$ cat config.mk
export PLATFORM = sky130hd
export DESIGN_NAME = nibble_serial_add_ctrl
export DESIGN_NICKNAME = d
export VERILOG_FILES = /design/src/rtl/nibble_serial_add_ctrl.sv
export SDC_FILE = /design/constraint.sdc
export NUM_CORES = 1
export LEC_CHECK = 0
export ABC_CLOCK_PERIOD_IN_PS = 2000
export CORE_MARGIN = 4
export CORE_UTILIZATION = 45
export CTS_BUF_LIST = sky130_fd_sc_hd__clkbuf_4 sky130_fd_sc_hd__clkbuf_8
export DETAILED_ROUTE_END_ITERATION = 12
export PLACE_DENSITY = 0.78
export SLEW_MARGIN = 20
export SYNTH_ARGS = -nofsm -noshare
export SYNTH_HDL_FRONTEND = slang
export SYNTH_SLANG_ARGS = --single-unit
$ cat constraint.sdc
create_clock -name clk_i -period 2 [get_ports clk_i]
set_input_delay 0.4 -clock clk_i [delete_from_list [all_inputs] [get_ports clk_i]]
set_output_delay 0.4 -clock clk_i [all_outputs]
set_load 0.02 [all_outputs]
$ cat src/rtl/nibble_serial_add_ctrl.sv
// rtl/nibble_serial_add_ctrl.sv - sequences a wide add/subtract through an external 4-bit adder stage
module nibble_serial_add_ctrl #(
   parameter int NIBBLES = 4,
   localparam int W = 4 * NIBBLES
) (
   input  logic         clk_i,
   input  logic         rst_ni,
   input  logic         start_i,
   input  logic [W-1:0] op_a_i,
   input  logic [W-1:0] op_b_i,
   input  logic         sub_i,
   output logic         busy_o,
   output logic         done_o,
   output logic [W-1:0] result_o,
   output logic         carry_out_o,
   output logic         overflow_o,
   output logic [3:0]   add_a_o,
   output logic [3:0]   add_b_o,
   output logic         add_cin_o,
   input  logic [3:0]   add_sum_i,
   input  logic         add_cout_i
);

   localparam int IW = (NIBBLES > 1) ? $clog2(NIBBLES) : 1;
   localparam logic [IW-1:0] LAST_IDX = IW'(NIBBLES - 1);

   typedef enum logic [1:0] {
      S_IDLE = 2'd0,
      S_RUN  = 2'd1,
      S_DONE = 2'd2
   } state_t;

   state_t          state_q;
   logic [W-1:0]    a_q;
   logic [W-1:0]    b_q;
   logic            carry_q;
   logic [IW-1:0]   idx_q;
   logic [W-1:0]    result_q;
   logic            cout_q;
   logic            ovf_q;
   logic            busy_q;
   logic            done_q;

   // B is inverted and carry preset to 1 for subtract, so the adder always adds.
   logic [W-1:0]    b_d;
   assign b_d = sub_i ? ~op_b_i : op_b_i;

   // Control FSM: accept in IDLE/DONE, one nibble per RUN cycle, one-cycle DONE.
   always_ff @(posedge clk_i or negedge rst_ni) begin
      if (!rst_ni) begin
         state_q  <= S_IDLE;
         a_q      <= '0;
         b_q      <= '0;
         carry_q  <= 1'b0;
         idx_q    <= '0;
         result_q <= '0;
         cout_q   <= 1'b0;
         ovf_q    <= 1'b0;
         busy_q   <= 1'b0;
         done_q   <= 1'b0;
      end else begin
         case (state_q)
            S_IDLE, S_DONE: begin
               done_q <= 1'b0;
               if (start_i) begin
                  a_q      <= op_a_i;
                  b_q      <= b_d;
                  carry_q  <= sub_i;
                  idx_q    <= '0;
                  result_q <= '0;
                  cout_q   <= 1'b0;
                  ovf_q    <= 1'b0;
                  busy_q   <= 1'b1;
                  state_q  <= S_RUN;
               end else begin
                  state_q  <= S_IDLE;
               end
            end
            S_RUN: begin
               result_q[4*idx_q +: 4] <= add_sum_i;
               carry_q                <= add_cout_i;
               if (idx_q == LAST_IDX) begin
                  idx_q   <= '0;
                  busy_q  <= 1'b0;
                  done_q  <= 1'b1;
                  cout_q  <= add_cout_i;
                  ovf_q   <= (a_q[W-1] == b_q[W-1]) && (add_sum_i[3] != a_q[W-1]);
                  state_q <= S_DONE;
               end else begin
                  idx_q   <= idx_q + 1'b1;
               end
            end
            default: begin
               state_q <= S_IDLE;
               busy_q  <= 1'b0;
               done_q  <= 1'b0;
            end
         endcase
      end
   end

   // Adder operands are only driven while a nibble is in flight.
   always_comb begin
      add_a_o   = 4'h0;
      add_b_o   = 4'h0;
      add_cin_o = 1'b0;
      if (state_q == S_RUN) begin
         add_a_o   = a_q[4*idx_q +: 4];
         add_b_o   = b_q[4*idx_q +: 4];
         add_cin_o = carry_q;
      end
   end

   assign busy_o      = busy_q;
   assign done_o      = done_q;
   assign result_o    = result_q;
   assign carry_out_o = cout_q;
   assign overflow_o  = ovf_q;

endmodule

* After elaboration in Yosys (flattened, before gate mapping)
Cells that the tools add are included.
** Word-level totals
- Input bits :: 41
- Logic and storage cells :: 57
- Flip-flop bits (word level) :: 57
- Output and inout port bits :: 29
** Cells by class
- Mux-type cells :: 25
- Reductions and logical operators :: 8
- Bitwise operators :: 1
- Shifts and indexed selects :: 4
- Add/subtract/negate cells :: 2
- Eq/ne operators :: 7
** Operators by type and width (number)
- negation 4 -> 34 bit :: 1
- variable shift 4 x 34 -> 16 bit, first input constant :: 1
- indexed part select 4 x 34 -> 16 bit :: 1
- two-way mux 16 bit :: 2
- case mux 16 bit (2 select lines) :: 1
- indexed part select 16 x 5 -> 4 bit :: 2
- bitwise mux 16 bit :: 1
- inverter 16 bit :: 1
- two-way mux 1 bit :: 10
- two-way mux 4 bit :: 2
- case mux 1 bit (2 select lines) :: 4
- case mux 2 bit (2 select lines) :: 2
- two-way mux 2 bit :: 3
- AND reduction 2 bit :: 3
- equality test 2 bit, second input constant :: 2
- != test 2 bit, second input constant :: 2
- AND reduction 3 bit :: 1
- adder 2 x 1 -> 2 bit, second input constant :: 1
- equality test 2 x 1 -> 1 bit, second input constant :: 1
- zero test 2 bit :: 1
- nonzero test 2 bit :: 1
- OR reduction 2 bit :: 1
- equality test 1 bit :: 1
- logical AND 1 bit :: 1
- != test 1 bit :: 1

* Depth between registers and ports, before layout
Gate-level depths: netlist (run 1).
- Word-level depth :: 4
- Gate-level depth with buffers :: 7
- Mapped depth without buffers :: 5

* Worst setup path before layout (run 1)
Ideal clock, no wire load.
- Kind :: register to register
- From :: reg idx_q[1]
- To :: reg result_q[10] (netlist: result_o[10])
- Cell stages (with the launch flop) :: 7
- Arrival time :: 1641 ps
- Data required time :: 1879 ps
- Period minus slack after synthesis :: 1762 ps
- Path slack :: 238 ps
- Path buffers :: 1
- Setup time :: 121 ps
- Cells stage by stage :: dfrtp_1 -> clkbuf_1 -> inv_1 -> ha_1 -> nor3b_1 -> and3_1 -> a22o_1
** Between the ends
- Longest elaborated chain between the ends :: 4
- Elaborated cells on any way between the ends :: 5
- Classes of those cells :: add/sub (1); shift (2); mux (2)
** Ends and longest elaborated chain
- start, declared :: line 37 : logic [IW-1:0] idx_q;
- start signal, assigned :: line 90 : idx_q <= idx_q + 1'b1;
- negation 4 -> 34 bit (*) :: line 80 : result_q[4*idx_q +: 4] <= add_sum_i;
- indexed part select 4 x 34 -> 16 bit or variable shift 4 x 34 -> 16 bit (tied branches) :: line 80
- bitwise mux 16 bit (*) :: line 80
- case mux 16 bit (2 select lines) (*) :: line 62 : case (state_q)
- end signal, assigned by index :: line 80
- end, declared :: line 38 : logic [W-1:0] result_q;
Mark *: on every way between the ends. The rest lies on a longest branch, timed or not.
A chain may end at the register's enable or synchronous reset.

* Worst setup path after layout (run 1)
- From :: reg idx_q[0]
- To :: out add_b_o[3]
** Between the ends
- Longest elaborated chain between the ends :: 2
** Ends and longest elaborated chain
- indexed part select 16 x 5 -> 4 bit :: line 109 : add_b_o = b_q[4*idx_q +: 4];
- two-way mux 4 bit :: line 107 : if (state_q == S_RUN) begin
- end, declared :: line 18 : output logic [3:0] add_b_o,
No other way between the ends.

==> impl_results.md, run 1 <==
- Status: complete, but fails checks
- Failing checks: setup timing
- Dpl ws: -0.1887 ns
- Flop2flop setup slack: 0.17 ns
- Pwr dens: 1464 nW/µm²
- Area of the core: 5608 µm²
- Crit start category: flip-flop
- Routability-driven placement congestion ratio: 0.7688
- Final period util: 1.056
- Crit path depth: 5
- CTS Sinks: 56
- Post-route DRC: 0
- Rows: 27
- Routed len/inst: 15.09 µm
- Worst R2R Path Depth: 7
- Fin worst setup slack: -0.1119 ns
- Register area share after synthesis: 0.5291
- Final hold viol count: 0
- Clock root cell: clkbuf_8
- P_leak: 0.001672 µW
- Fillers: 494
- Clock Tree Buf Depth: 2
- Max stage delay cell, worst path: mux4_2
- WP buf/inv: 3
- P_int: 3335 µW
- Vias per cell: 5.020
- Cell accounting for the most synthesized area: dfrtp_1
- Ys flop type: dfrtp_1
- Comb pwr share: 0.537
- CTS Hold Bufs: 0
- CTS buffer count: 5
- Measured slew at the worst slew-check pin: 0.4174 ns
- Setup violators final: 8
- Post-synth EDFFs: 0
- Max transition margin: 0.7217
- Vias: 1,998
- Mean Syn Cell Area: 10.81 µm²
- Via count of the first global-routing pass: 2,182
- HP Class: input pin to async pin
- Slowest stage delay, CP: 0.48 ns
- H-tree Lvls: 2
- Grt total ovfl: 0
- Netlist cell types: 30
- Post-Synthesis Cell Area: 2649 µm²
- Commonest cells after routing, fill and taps aside: 68 x nand2_1, 59 x clkdlybuf4s50_1, 56 x dfrtp_1
- IO Pins: 70
- Crit Path Category: flip-flop to primary output
- # diodes: 0
- Number of instances in the placed design: 389
- Tmin final: 2.112 ns
- Largest net degree at the start of global routing: 54
- Layout cell share with drive strength beyond 1: 0.1748
- First-pass GRT wire length: 10,480 µm
- Crit path cell chain: buf_12, buf_6, mux4_2, and2_4, buf_6
- Area grow syn2layout: 37.13%
- Max Cap Violations: 0
- Synthesized flop and latch total: 56
- Syn Inst Count: 245
- Delay-heaviest family, CP: multiplexers
- DP Area: 3491 µm²
- CP Data Required Time: 1.60 ns
- Pre-Repair DR Iteration Count: 6
- Initial Util: 0.4723
- Cell mode on critical path: buf_6
- Dominant cells by area after synthesis: dfrtp_1 53%, nand2_1 9.6%, a22o_1 5.3%, xnor2_1 5.3%, mux4_1 4.0%
- P_sw: 1984 µW
- Clock Skew: 0.01108 ns
- Critical Path End Type: primary output
- Async set-reset flop share out of synthesis: 1.000
- Worst skew pair latency: 0.31 ns
- Crit Reg-Reg Startpoint: idx_q[0]$_DFFE_PN0P_
- Sw frac: 0.3730
- I/O Buffers: 69
- Worst-path clk slew: 0.09 ns
- Fmax: 473.5 MHz
- TritonCTS clock tree: built
- Initial DRC Count: 72
- Most common cell after layout, fill and taps aside: nand2_1
- Hold Slack: 0.01612 ns
- Setup_tns: -0.4368 ns
- Critical path arrival: 1.71 ns
- Tot GR Track Use: 0.1824
- R2R Path End: result_o[9]$_DFFE_PN0P_
- Clk pwr share: 0.112
- Final wirelength: 6005 µm
- Crit path max fanout: 6
- Die height: 84.72 µm
- Synth top area share: 0.5291
- Mapped Nets: 292
- DIE AREA: 7177 µm²
- Final std cells w/o fill: 398
- Die Span X: 84.72 µm
- Nets: 373
- RSZ-0062 raised after global routing: yes
- Yosys warnings: 0
- DP HPWL: 4515 µm
- Peak VDD IR: 0.6852 mV
- Part of the power in registers: 0.351
- Initial antenna violation count: 0
- Post-layout instance area: 3632 µm²
- Number of routed nets with antenna violations: 0
- Slew Limit Fails: 0
==> flip-flops by register name (all words and copies together), names as in the netlist <==
| name | flops |
|---|---|
| carry_q | 1 |
| a_q | 16 |
| overflow_o | 1 |
| busy_o | 1 |
| state_q | 2 |
| idx_q | 2 |
| carry_out_o | 1 |
| result_o | 16 |
| b_q | 16 |
==> layout make-up <==
class | instances | area (µm²) | share of cell area
Sequential cell | 56 | 1401 | 0.3858
Multi-Input combinational cell | 171 | 1172 | 0.3228
Timing Repair Buffer | 89 | 875.8 | 0.2411
Tap cell | 72 | 90.09 | 0.02480
Clock buffer | 6 | 76.32 | 0.02101
Inverter | 3 | 11.26 | 0.003100
Clock inverter | 1 | 5.005 | 0.001378
==> logic make-up after synthesis <==
family,Yosys count,share of synthesized area
buffers and inverters,18,0.04062
muxes,8,0.07369
DFF,56,0.5290
xor gates and xnor gates,16,0.05290
AOI/OAI and AO/OA,44,0.1096
and+or+nand+nor,97,0.1658
adders and majority gates,6,0.02834
==> power groups by stage <==
stage	combinational, µW	clock (µW)	sequential, µW
2_1_floorplan	1460	0	1960
4_1_cts	2750	608	1860
3_3_place_gp	2560	0	1850
6_report	2860	596	1870
5_1_grt	3140	650	1930
3_5_place_dp	2630	0	1880
==> stage by stage <==
| step | power (µW) | utilization |
|---|---|---|
| 2_1_floorplan | 3421 | - |
| 3_3_place_gp | 4409 | 0.6225 |
| 4_1_cts | 5223 | 0.6417 |
| 3_5_place_dp | 4503 | 0.6225 |
| 5_1_grt | 5713 | 0.6477 |
| 6_report | 5319 | 0.6477 |
==> synthesized netlist by cell type, types with 3 or more instances <==
library cell	n
nand2_1	68
mux4_2	4
dfrtp_1	56
nand3_1	4
buf_2	7
clkbuf_1	4
inv_1	3
xnor2_1	16
a21oi_1	5
a22o_1	16
and2_1	9
mux4_1	4
o21ai_0	19
ha_1	6
nor2_1	4
==> layer usage <==
layer  vias up  part of all wire  track usage
met2        53              0.50       0.3060
met1       955              0.45       0.2390
met3         2             0.043      0.03827
met4         0            0.0068      0.05324
li1        988                 -            -
met5         -                 0            0
==> what timing repair did <==
item                                    4_1_cts  5_1_grt
endpoints found under the setup margin        9       21
pin swaps                                     4        3
buffers inserted                              2        0
gates resized for setup                      51       16
==> worst max-delay path by stage <==
| stage | from | end | slack [ns] |
|---|---|---|---|
| floorplan | idx_q[1]$_DFFE_PN0P_ | result_o[10]$_DFFE_PN0P_ | 0.24 |
| global placement | idx_q[0]$_DFFE_PN0P_ | add_b_o[0] | -0.15 |
| detailed placement | idx_q[0]$_DFFE_PN0P_ | add_a_o[3] | -0.19 |
| CTS | idx_q[0]$_DFFE_PN0P_ | add_a_o[1] | -0.17 |
| global route | idx_q[0]$_DFFE_PN0P_ | add_b_o[1] | -0.20 |
| finish | idx_q[0]$_DFFE_PN0P_ | add_b_o[3] | -0.11 |
(Power assumes the default switching activity.)
==> inputs of run 2 (changes only) <==
--- a/config.mk
+++ b/config.mk
@@ -6,10 +6,11 @@
 export NUM_CORES = 1
 export LEC_CHECK = 0
 export ABC_CLOCK_PERIOD_IN_PS = 2000
-export CORE_MARGIN = 4
+export CORE_MARGIN = 2
 export CORE_UTILIZATION = 45
 export CTS_BUF_LIST = sky130_fd_sc_hd__clkbuf_4 sky130_fd_sc_hd__clkbuf_8
 export DETAILED_ROUTE_END_ITERATION = 12
+export GPL_ROUTABILITY_DRIVEN = 0
 export PLACE_DENSITY = 0.78
 export SLEW_MARGIN = 20
 export SYNTH_ARGS = -nofsm -noshare
==> run 2 against run 1 <==
The flow still finishes with violations (setup timing). Die area down 9.2%. First-iteration DRC count up 81%. Critical endpoint unchanged. Final cell count down 0.25%. Highest routed layer unchanged. Critical path type unchanged. Flip-flop and latch count unchanged. Fmax down 0.91%.
==> impl_results.md, run 2 (synthesized netlist as in run 1, its figures left out) <==
- Status: complete, but fails checks (unchanged)
- Failing checks: setup timing (unchanged)
- Hold Slack: 0.03589 ns (was 0.01612 ns)
- P_sw: 1976 µW (was 1984 µW)
- RSZ-0062 raised after global routing: yes (unchanged)
- DP Area: 3501 µm² (was 3491 µm²)
- Final period util: 1.066 (was 1.056)
- Die Span X: 80.72 µm (was 84.72 µm)
- Final std cells w/o fill: 397 (was 398)
- Critical path arrival: 1.73 ns (was 1.71 ns)
- HP Class: input pin to async pin (unchanged)
- Die height: 80.72 µm (was 84.72 µm)
- Slowest stage delay, CP: 0.48 ns (about the same)
- Area of the core: 5608 µm² (unchanged)
- Layout cell share with drive strength beyond 1: 0.1662 (was 0.1748)
- Grt total ovfl: 0 (unchanged)
- Worst-path clk slew: 0.10 ns (was 0.09 ns)
- Tmin final: 2.131 ns (was 2.112 ns)
- Max stage delay cell, worst path: mux4_2 (unchanged)
- Final hold viol count: 0 (unchanged)
- Initial antenna violation count: 0 (unchanged)
- Final wirelength: 5488 µm (was 6005 µm)
- I/O Buffers: 69 (unchanged)
- Initial Util: 0.4723 (unchanged)
- Pwr dens: 1480 nW/µm² (was 1464 nW/µm²)
- Post-layout instance area: 3662 µm² (was 3632 µm²)
- Measured slew at the worst slew-check pin: 0.4979 ns (was 0.4174 ns)
- Vias per cell: 4.987 (was 5.020)
- Delay-heaviest family, CP: multiplexers (unchanged)
- CTS Sinks: 56 (unchanged)
- Sw frac: 0.3644 (was 0.3730)
- Multi-input gate area: 1159 µm² (was 1172 µm²)
- DIE AREA: 6516 µm² (was 7177 µm²)
- Number of routed nets with antenna violations: 0 (unchanged)
- Crit path cell chain: buf_12, buf_6, mux4_2, and2_4, buf_6 (unchanged)
- Most common cell after layout, fill and taps aside: nand2_1 (unchanged)
- Nets: 371 (was 373)
- Largest net degree at the start of global routing: 54 (unchanged)
- Setup violators final: 8 (unchanged)
- Fmax: 469.2 MHz (was 473.5 MHz)
- Peak VDD IR: 0.7445 mV (was 0.6852 mV)
- Cell mode on critical path: buf_6 (unchanged)
- P_leak: 0.001680 µW (was 0.001672 µW)
- Slew Limit Fails: 0 (unchanged)
- Number of instances in the placed design: 387 (was 389)
- Part of the power in registers: 0.343 (was 0.351)
- P_int: 3446 µW (was 3335 µW)
- Register area: 1401 µm² (unchanged)
- Fillers: 473 (was 494)
- Dpl ws: -0.1755 ns (was -0.1887 ns)
- Clock Tree Buf Depth: 2 (unchanged)
- Clk pwr share: 0.140 (was 0.112)
- TritonCTS clock tree: built (unchanged)
- CTS buffer count: 5 (unchanged)
- Initial DRC Count: 130 (was 72)
- Fin worst setup slack: -0.1313 ns (was -0.1119 ns)
- First-pass GRT wire length: 9404 µm (was 10,480 µm)
- Commonest cells after routing, fill and taps aside: 68 x nand2_1, 59 x clkdlybuf4s50_1, 56 x dfrtp_1 (unchanged)
- DP HPWL: 4004 µm (was 4515 µm)
- Worst skew pair latency: 0.31 ns (about the same)
- CP Data Required Time: 1.60 ns (about the same)
- Max Cap Violations: 0 (unchanged)
- Max transition margin: 0.6681 (was 0.7217)
- Crit path max fanout: 6 (unchanged)
- Crit start category: flip-flop (unchanged)
- H-tree Lvls: 2 (unchanged)
- Critical Path End Type: primary output (unchanged)
- Pre-Repair DR Iteration Count: 4 (was 6)
- Clock root cell: clkbuf_8 (unchanged)
- Comb pwr share: 0.517 (was 0.537)
- Vias: 1,980 (was 1,998)
- # diodes: 0 (unchanged)
- Tot GR Track Use: 0.1881 (was 0.1824)
- Routed len/inst: 13.82 µm (was 15.09 µm)
- Via count of the first global-routing pass: 1,998 (was 2,182)
- Rows: 27 (unchanged)
- Clock Skew: 0.008797 ns (was 0.01108 ns)
- Tot Pwr: 5422 µW (was 5319 µW)
- Crit Path Category: flip-flop to primary output (unchanged)
- IO Pins: 70 (unchanged)
- Area grow syn2layout: 38.26% (was 37.13%)
- Post-route DRC: 0 (unchanged)
- WP buf/inv: 3 (unchanged)
## run 2: worst reg2reg max path, delay by kind of cell (launching register included)
family,cells,cell delay [ns]
DFF,1,0.43
buffers and inverters,3,0.40
adders and majority gates,1,0.39
and+or+nand+nor,2,0.38
AOI/OAI and AO/OA,1,0.19
## run 2: path summary, 6_finish.rpt
path / slack [ns] / startpoint / cells past startpoint / to
setup / recovery: -0.13 / idx_q[0]$_DFFE_PN0P_ / 5 / add_b_o[3]
hold / removal: 0.04 / rst_ni / 1 / busy_o$_DFFE_PN0P_
setup reg to reg: 0.12 / idx_q[0]$_DFFE_PN0P_ / 7 / result_o[10]$_DFFE_PN0P_
hold reg to reg: 0.48 / a_q[8]$_DFFE_PN0P_ / 2 / a_q[8]$_DFFE_PN0P_
max in group asynchronous: 1.41 / rst_ni / 2 / b_q[14]$_DFFE_PN0P_
min in group clk_i: 0.48 / a_q[8]$_DFFE_PN0P_ / 2 / a_q[8]$_DFFE_PN0P_
## run 2: power by group through the flow
stage                     Clock (µW)  Sequential (µW)  Combinational [µW]
after floorplan                    0             1960                1460
after global placement             0             1850                2570
after detailed placement           0             1870                2610
after CTS                        767             1860                2750
after global routing             828             1920                3080
final                            757             1860                2800
## run 2: final cells by class
cell class                 count  share of cell area
clock buffer                   5             0.01879
clock inverter                 3             0.01264
inverter                       3            0.003075
multi-input combinational    171              0.3164
sequential                    56              0.3826
tap                           72             0.02460
timing repair buffer          87              0.2419
## run 2: per-layer routing
metal,routed length [µm],part of all wire,vias up,GRT usage
li1,-,-,987,-
met1,2546,0.46,935,0.2518
met2,2647,0.48,51,0.3125
met3,224,0.041,7,0.03596
met4,70,0.013,0,0.05593
met5,0,0,-,0
## run 2: repair_timing
action / 4_1_cts / 5_1_grt
buffers inserted: 2 / 0
resized for setup: 52 / 12
pin swaps: 5 / 2
setup endpoints to repair: 9 / 17
hold buffers: 0 / 0
## run 2: stage by stage
step / setup TNS [ns] / util
6_report: -0.5613 / 0.6531
4_1_cts: -0.7619 / 0.6488
2_1_floorplan: 0 / -
3_3_place_gp: -0.9225 / 0.6243
5_1_grt: -0.9435 / 0.6531
3_5_place_dp: -1.070 / 0.6243
